**config.mk**
```make
export PLATFORM = sky130hd
export DESIGN_NAME = param_parking_controller
export DESIGN_NICKNAME = d
export VERILOG_FILES = /design/src/rtl/param_parking_controller_pkg.sv /design/src/rtl/param_parking_controller_occupancy_counter.sv /design/src/rtl/param_parking_controller.sv
export SDC_FILE = /design/constraint.sdc
export NUM_CORES = 1
export LEC_CHECK = 0
export CORE_ASPECT_RATIO = 1.25
export CORE_UTILIZATION = 43
export CTS_CLUSTER_DIAMETER = 50
export CTS_CLUSTER_SIZE = 10
export DETAILED_ROUTE_END_ITERATION = 10
export GPL_ROUTABILITY_DRIVEN = 0
export PLACE_DENSITY = 0.78
export SLEW_MARGIN = 10
export SYNTH_ARGS = -nofsm -noshare
export SYNTH_HDL_FRONTEND = slang
export SYNTH_SLANG_ARGS = --single-unit
```
**constraint.sdc**
```tcl
create_clock -name clk -period 2.55 [get_ports clk]
set_input_delay 0.255 -clock clk [delete_from_list [all_inputs] [get_ports clk]]
set_output_delay 0.255 -clock clk [all_outputs]
set_load 0.02 [all_outputs]
```
**src/rtl/param_parking_controller_pkg.sv**
```systemverilog
// Shared definitions for the parking entry-gate controller: FSM state
// encodings and the cause recorded when the gate is blocked.
package param_parking_controller_pkg;

  typedef enum logic [2:0] {
    IDLE     = 3'd0,
    WAIT_PIN = 3'd1,
    BAD_PIN  = 3'd2,
    OPEN     = 3'd3,
    CLOSING  = 3'd4,
    BLOCKED  = 3'd5
  } state_t;

  typedef enum logic [1:0] {
    CAUSE_NONE     = 2'd0,
    CAUSE_PIN      = 2'd1,
    CAUSE_TAILGATE = 2'd2
  } cause_t;

endpackage

```
**src/rtl/param_parking_controller_occupancy_counter.sv**
```systemverilog
// Saturating up/down vehicle counter; a simultaneous inc and dec cancel out.
module occupancy_counter #(
  parameter int CAPACITY = 8
) (
  input  logic                               clk,
  input  logic                               rst,
  input  logic                               inc,
  input  logic                               dec,
  output logic [$clog2(CAPACITY+1)-1:0]      count,
  output logic                               full
);

  localparam int W = $clog2(CAPACITY + 1);
  localparam logic [W-1:0] CAP = W'(CAPACITY);

  // NOTE: rst is synchronous, so it is tested inside the clocked branch only.
  always_ff @(posedge clk) begin
    if (rst) begin
      count <= '0;
    end else if (inc && !dec && count != CAP) begin
      count <= count + 1'b1;
    end else if (dec && !inc && count != '0) begin
      count <= count - 1'b1;
    end
  end

  assign full = (count == CAP);

endmodule

```
**src/rtl/param_parking_controller.sv**
```systemverilog
// Entry-gate controller: PIN check with attempt limit, gate handshake,
// tailgate detection and occupancy tracking. Optional PARKING_TIMEOUT_EN
// adds a PIN-entry timeout in WAIT_PIN.
module param_parking_controller
  import param_parking_controller_pkg::*;
#(
  parameter int                CODE_W         = 16,
  parameter logic [CODE_W-1:0] CORRECT_CODE   = 16'h5990,
  parameter int                MAX_ATTEMPTS   = 3,
  parameter int                CAPACITY       = 8,
  parameter int                TIMEOUT_CYCLES = 64
) (
  input  logic                                 clk,
  input  logic                                 rst,
  input  logic                                 vehicle_arrival,
  input  logic                                 vehicle_left,
  input  logic [CODE_W-1:0]                    code,
  input  logic                                 code_ack,
  input  logic                                 gate_ack,
  input  logic                                 vehicle_exit,
  input  logic                                 unblock,
  output logic                                 open_gate,
  output logic                                 close_gate,
  output logic                                 wrong_pin,
  output logic                                 blocked_gate,
  output logic                                 lot_full,
  output logic [$clog2(CAPACITY+1)-1:0]        occupancy,
  output logic [$clog2(MAX_ATTEMPTS+1)-1:0]    attempts
);

  localparam int ATT_W = $clog2(MAX_ATTEMPTS + 1);
  localparam logic [ATT_W-1:0] MAX_ATT = ATT_W'(MAX_ATTEMPTS);

  if (MAX_ATTEMPTS < 1 || CAPACITY < 1 || TIMEOUT_CYCLES < 2) begin : g_param_check
    $error("param_parking_controller: illegal parameter value");
  end

  state_t            state, state_next;
  cause_t            cause, cause_next;
  logic [ATT_W-1:0]  attempts_next;
  logic              inc;
  logic              timeout;

`ifdef PARKING_TIMEOUT_EN
  localparam int TMR_W = $clog2(TIMEOUT_CYCLES);
  logic [TMR_W-1:0] timer;

  // Every path into WAIT_PIN passes through another state, which zeroes the timer.
  always_ff @(posedge clk) begin
    if (rst || state != WAIT_PIN) timer <= '0;
    else                          timer <= timer + 1'b1;
  end

  assign timeout = (timer == TMR_W'(TIMEOUT_CYCLES - 1));
`else
  assign timeout = 1'b0;
`endif

  // NOTE: sequential state is written with non-blocking assignments only.
  always_ff @(posedge clk) begin
    if (rst) begin
      state    <= IDLE;
      cause    <= CAUSE_NONE;
      attempts <= '0;
    end else begin
      state    <= state_next;
      cause    <= cause_next;
      attempts <= attempts_next;
    end
  end

  // NOTE: every signal driven here gets a default first so no latch is inferred.
  always_comb begin
    state_next    = state;
    cause_next    = cause;
    attempts_next = attempts;
    inc           = 1'b0;
    case (state)
      IDLE: begin
        if (vehicle_arrival && !lot_full) state_next = WAIT_PIN;
      end
      WAIT_PIN: begin
        if (vehicle_left) begin
          state_next    = IDLE;
          attempts_next = '0;
        end else if (code_ack) begin
          if (code == CORRECT_CODE) begin
            state_next    = OPEN;
            attempts_next = '0;
          end else begin
            state_next = BAD_PIN;
          end
        end else if (timeout) begin
          state_next    = IDLE;
          attempts_next = '0;
        end
      end
      BAD_PIN: begin
        if (!code_ack) begin
          attempts_next = attempts + 1'b1;
          if (attempts_next == MAX_ATT) begin
            state_next = BLOCKED;
            cause_next = CAUSE_PIN;
          end else begin
            state_next = WAIT_PIN;
          end
        end
      end
      OPEN: begin
        attempts_next = '0;
        if (vehicle_left) begin
          inc = 1'b1;
          if (vehicle_arrival) begin
            state_next = BLOCKED;
            cause_next = CAUSE_TAILGATE;
          end else begin
            state_next = CLOSING;
          end
        end
      end
      CLOSING: begin
        if (gate_ack) state_next = IDLE;
      end
      BLOCKED: begin
        if (unblock) begin
          state_next    = IDLE;
          cause_next    = CAUSE_NONE;
          attempts_next = '0;
        end
      end
      default: begin
        state_next    = IDLE;
        cause_next    = CAUSE_NONE;
        attempts_next = '0;
      end
    endcase
  end

  occupancy_counter #(
    .CAPACITY(CAPACITY)
  ) u_occupancy (
    .clk   (clk),
    .rst   (rst),
    .inc   (inc),
    .dec   (vehicle_exit),
    .count (occupancy),
    .full  (lot_full)
  );

  assign open_gate    = (state == OPEN);
  assign close_gate   = (state == CLOSING);
  assign wrong_pin    = (state == BLOCKED) && (cause == CAUSE_PIN);
  assign blocked_gate = (state == BLOCKED) && (cause == CAUSE_TAILGATE);

endmodule

```
==> metrics.txt <==
GRT Resource Usage Total=23.0%; Net Sw Frac=roughly two fifths; FILL cells=between 150 and 200; Cells after DPL=between 150 and 200; Leakage=between 0.5 and 0.6 nW; clock slew at reported path FFs=around 0.07 ns; Buf/Inv on CP=2; first-pass GRT wire length=between 4000 and 5000 µm; Non-Filler Instances=about 170; Post-DP Area=roughly 1300 µm²; clock buffer count from CTS=3; Syn Inst Count=roughly 110; failing checks=DRC; Hold Fails Final Rpt=0; Post-synth ARST share=0%; die width=43.7 µm; drt wl/cell=between 10 and 15 µm; Max Cap Viol=0; Ports=35; Core Util, Final=a little under 70%; Least-Margin Pin Slew=around 0.46 ns; DRC=4; Cell variety after synth=between 40 and 50; critical path startpoint category=flop; Site Rows=18; Avg Synthesized Cell Area=about 8.3 µm²; crit-path max cell delay=approximately 0.47 ns; DRT Pass-1 Iters=8; vias in the first global route=between 900 and 1000; 1st-iter DRT viols=36; post-synthesis sequential area ratio=about a quarter; Max IR drop VDD=0.495 mV; H-tree levels=1; Yosys reg bits=11; I/O Buffers=34; global route total overflow=0; hold path depth=1; Starting Density=roughly 47%; Synth top cells by count=11 x dfxtp_1, 9 x nor2_1, 8 x inv_1; Vias=just over 1000; Crit. End Element=flop; final max-slew violation count=0; CP required=2.74 ns; synthesis warning total=0; Hold Slack=0.532 ns; RR Endpoint=u_occupancy.count[3]; core area=about 2000 µm²; Final nets=181; Highest Clock Rate=around 440 MHz; final instance area=~1400 µm²; root buffer cell=clkbuf_4; critical path's top delay family=simple AND/OR/NAND/NOR gates; CTS tree=yes; top-count cell post-synth=dfxtp_1; hold_sp=cause[0]; RSZ-0062 raised after global routing=false; Slew headroom=between 60% and 70%; number of synthesized flops with an enable pin=0; vias per cell=~6; cells along the critical path=nor4b_2, nor3_2, inv_1, buf_4, ha_1, a21o_1, a21oi_1, mux4_2, nor2_1; worst skew pair latency=0.26 ns; antenna fix cells=0; worst clock skew=roughly 0.0061 ns; Post-Route WL=approximately 2500 µm; final critical-path share of the clock period=just under 90%; cell taking the most area after synthesis=dfxtp_1; initial antenna violation count=0; worst r2r src=u_occupancy.count[3]; CTS sink cnt=11; Post-synth top flop=dfxtp_1; largest cells by area after synthesis=dfxtp_1 24%, nor4bb_1 4.3%, ha_1 4.0%; critical setup path kind=flop to flop; maximum number of pins on one net before global-route repair=20; Reg power frac=30.9%; Die Footprint=~2400 µm²; arrival time at the worst endpoint=roughly 2.5 ns; Critical Path Slowest Stage Cell=dfxtp_1; clock power share=between 10% and 20%; area delta synth->final=45.0%; pwr/cell area=~590 nW/µm²; Max clock buf depth=2; worst reg2reg path depth=9; critical path fanouts, max=7; number of routed nets with antenna violations=0; Netlist Area Pre-Place=~930 µm²; status=finished with violations; fraction of layout cells with a size suffix above 1=between 10% and 20%; Comb pwr share=a little over half; Finish-stage setup viols=0; Hold Buf Count CTS=0; Int Power=roughly 0.0005 W; share of the synthesized area in the top cell type=23.6%; Psw=between 0.0003 and 0.0004 W; Die Ht=about 54 µm; syn nets=roughly 140; R2R Setup Slk=0.29 ns; worst hold path type=flop to flop; hold endpoint=cause[0]; minimum clock period=2.26 ns; post-DP HPWL=between 1500 and 2000 µm; post-route setup TNS=0 ns
cell usage in the layout (no fill, tap or decap), types with 2 or more instances in the layout:
| master | n |
|---|---|
| a21o_1 | 2 |
| a21oi_1 | 6 |
| a31oi_1 | 2 |
| and3_1 | 4 |
| and4_1 | 2 |
| buf_4 | 8 |
| clkbuf_4 | 3 |
| clkdlybuf4s50_1 | 34 |
| dfxtp_1 | 11 |
| ha_1 | 3 |
| inv_1 | 8 |
| mux2_1 | 2 |
| nand2_1 | 2 |
| nand2b_1 | 2 |
| nand3_1 | 4 |
| nor2_1 | 9 |
| nor3_1 | 4 |
| nor3b_1 | 3 |
| nor4_1 | 3 |
| nor4b_1 | 3 |
| nor4bb_1 | 4 |
| o211ai_1 | 2 |
| o21ai_0 | 7 |
| or3_1 | 3 |
| xnor2_1 | 2 |
power groups by stage:
| stage | logic (W) | registers, W | clock network, W |
|---|---|---|---|
| after global placement | 0.000426 | 0.000252 | 0 |
| after floorplan | 0.000248 | 0.000282 | 0 |
| final | 0.000440 | 0.000249 | 0.000115 |
| after global routing | 0.000484 | 0.000257 | 0.000131 |
| after CTS | 0.000437 | 0.000250 | 0.000120 |
| after detailed placement | 0.000433 | 0.000253 | 0 |
flip-flops by register name (all words and copies together) (netlist names):
name and cells:
attempts 2, cause 2, state 3, u_occupancy.count 4
cells by family (layout without fill, tap and decap cells):
kind of cell | Yosys count | after routing | share of synthesized area [%]
multiplexers | 3 | 3 | 4.83
adder cells (fa/ha/maj) | 4 | 4 | 6.17
AND/OR/NAND/NOR | 51 | 51 | 36.3
AO/OA/AOI/OAI | 27 | 27 | 19.4
buffers and inverters | 15 | 54 | 7.77
XOR/XNOR | 2 | 2 | 1.88
flip-flops | 11 | 11 | 23.6
per-stage QoR:
| step | power, W | setup slack, ns |
|---|---|---|
| floorplan | 0.000529 | 0.103 |
| global placement | 0.000678 | 0.0645 |
| detailed placement | 0.000686 | 0.00681 |
| CTS | 0.000807 | 0.261 |
| global route | 0.000871 | 0.0613 |
| finish | 0.000805 | 0.294 |
area by class of cell:
class                      count  area (µm²)  share of cell area [%]
clock buffer                   4        26.3                    1.94
inverter                       8        30.0                    2.22
multi-input combinational     87         652                    48.2
sequential                    11         220                    16.3
tap                           20        25.0                    1.85
timing repair buffer          42         400                    29.6
per-layer routing:
metal	vias up	GRT usage, %	routed length (µm)
met5	-	0	0
met1	481	27.2	1040
met4	0	7.81	11
li1	510	-	-
met3	2	3.36	204
met2	43	41.8	1260
repair_timing:
action,4_1_cts,5_1_grt
buffers inserted,0,0
setup endpoints to repair,0,1
resized for setup,0,1
how the worst max path moves through the flow:
stage,from,cells past startpoint,to,slack (ns)
floorplan,u_occupancy.count[3],8,u_occupancy.count[2],0.10
global placement,vehicle_left,9,u_occupancy.count[2],0.06
detailed placement,vehicle_left,9,u_occupancy.count[2],0.007
CTS,vehicle_left,9,u_occupancy.count[2],0.26
global route,u_occupancy.count[3],8,u_occupancy.count[2],0.06
finish,u_occupancy.count[3],9,u_occupancy.count[3],0.29
(Power assumes the default switching activity.)
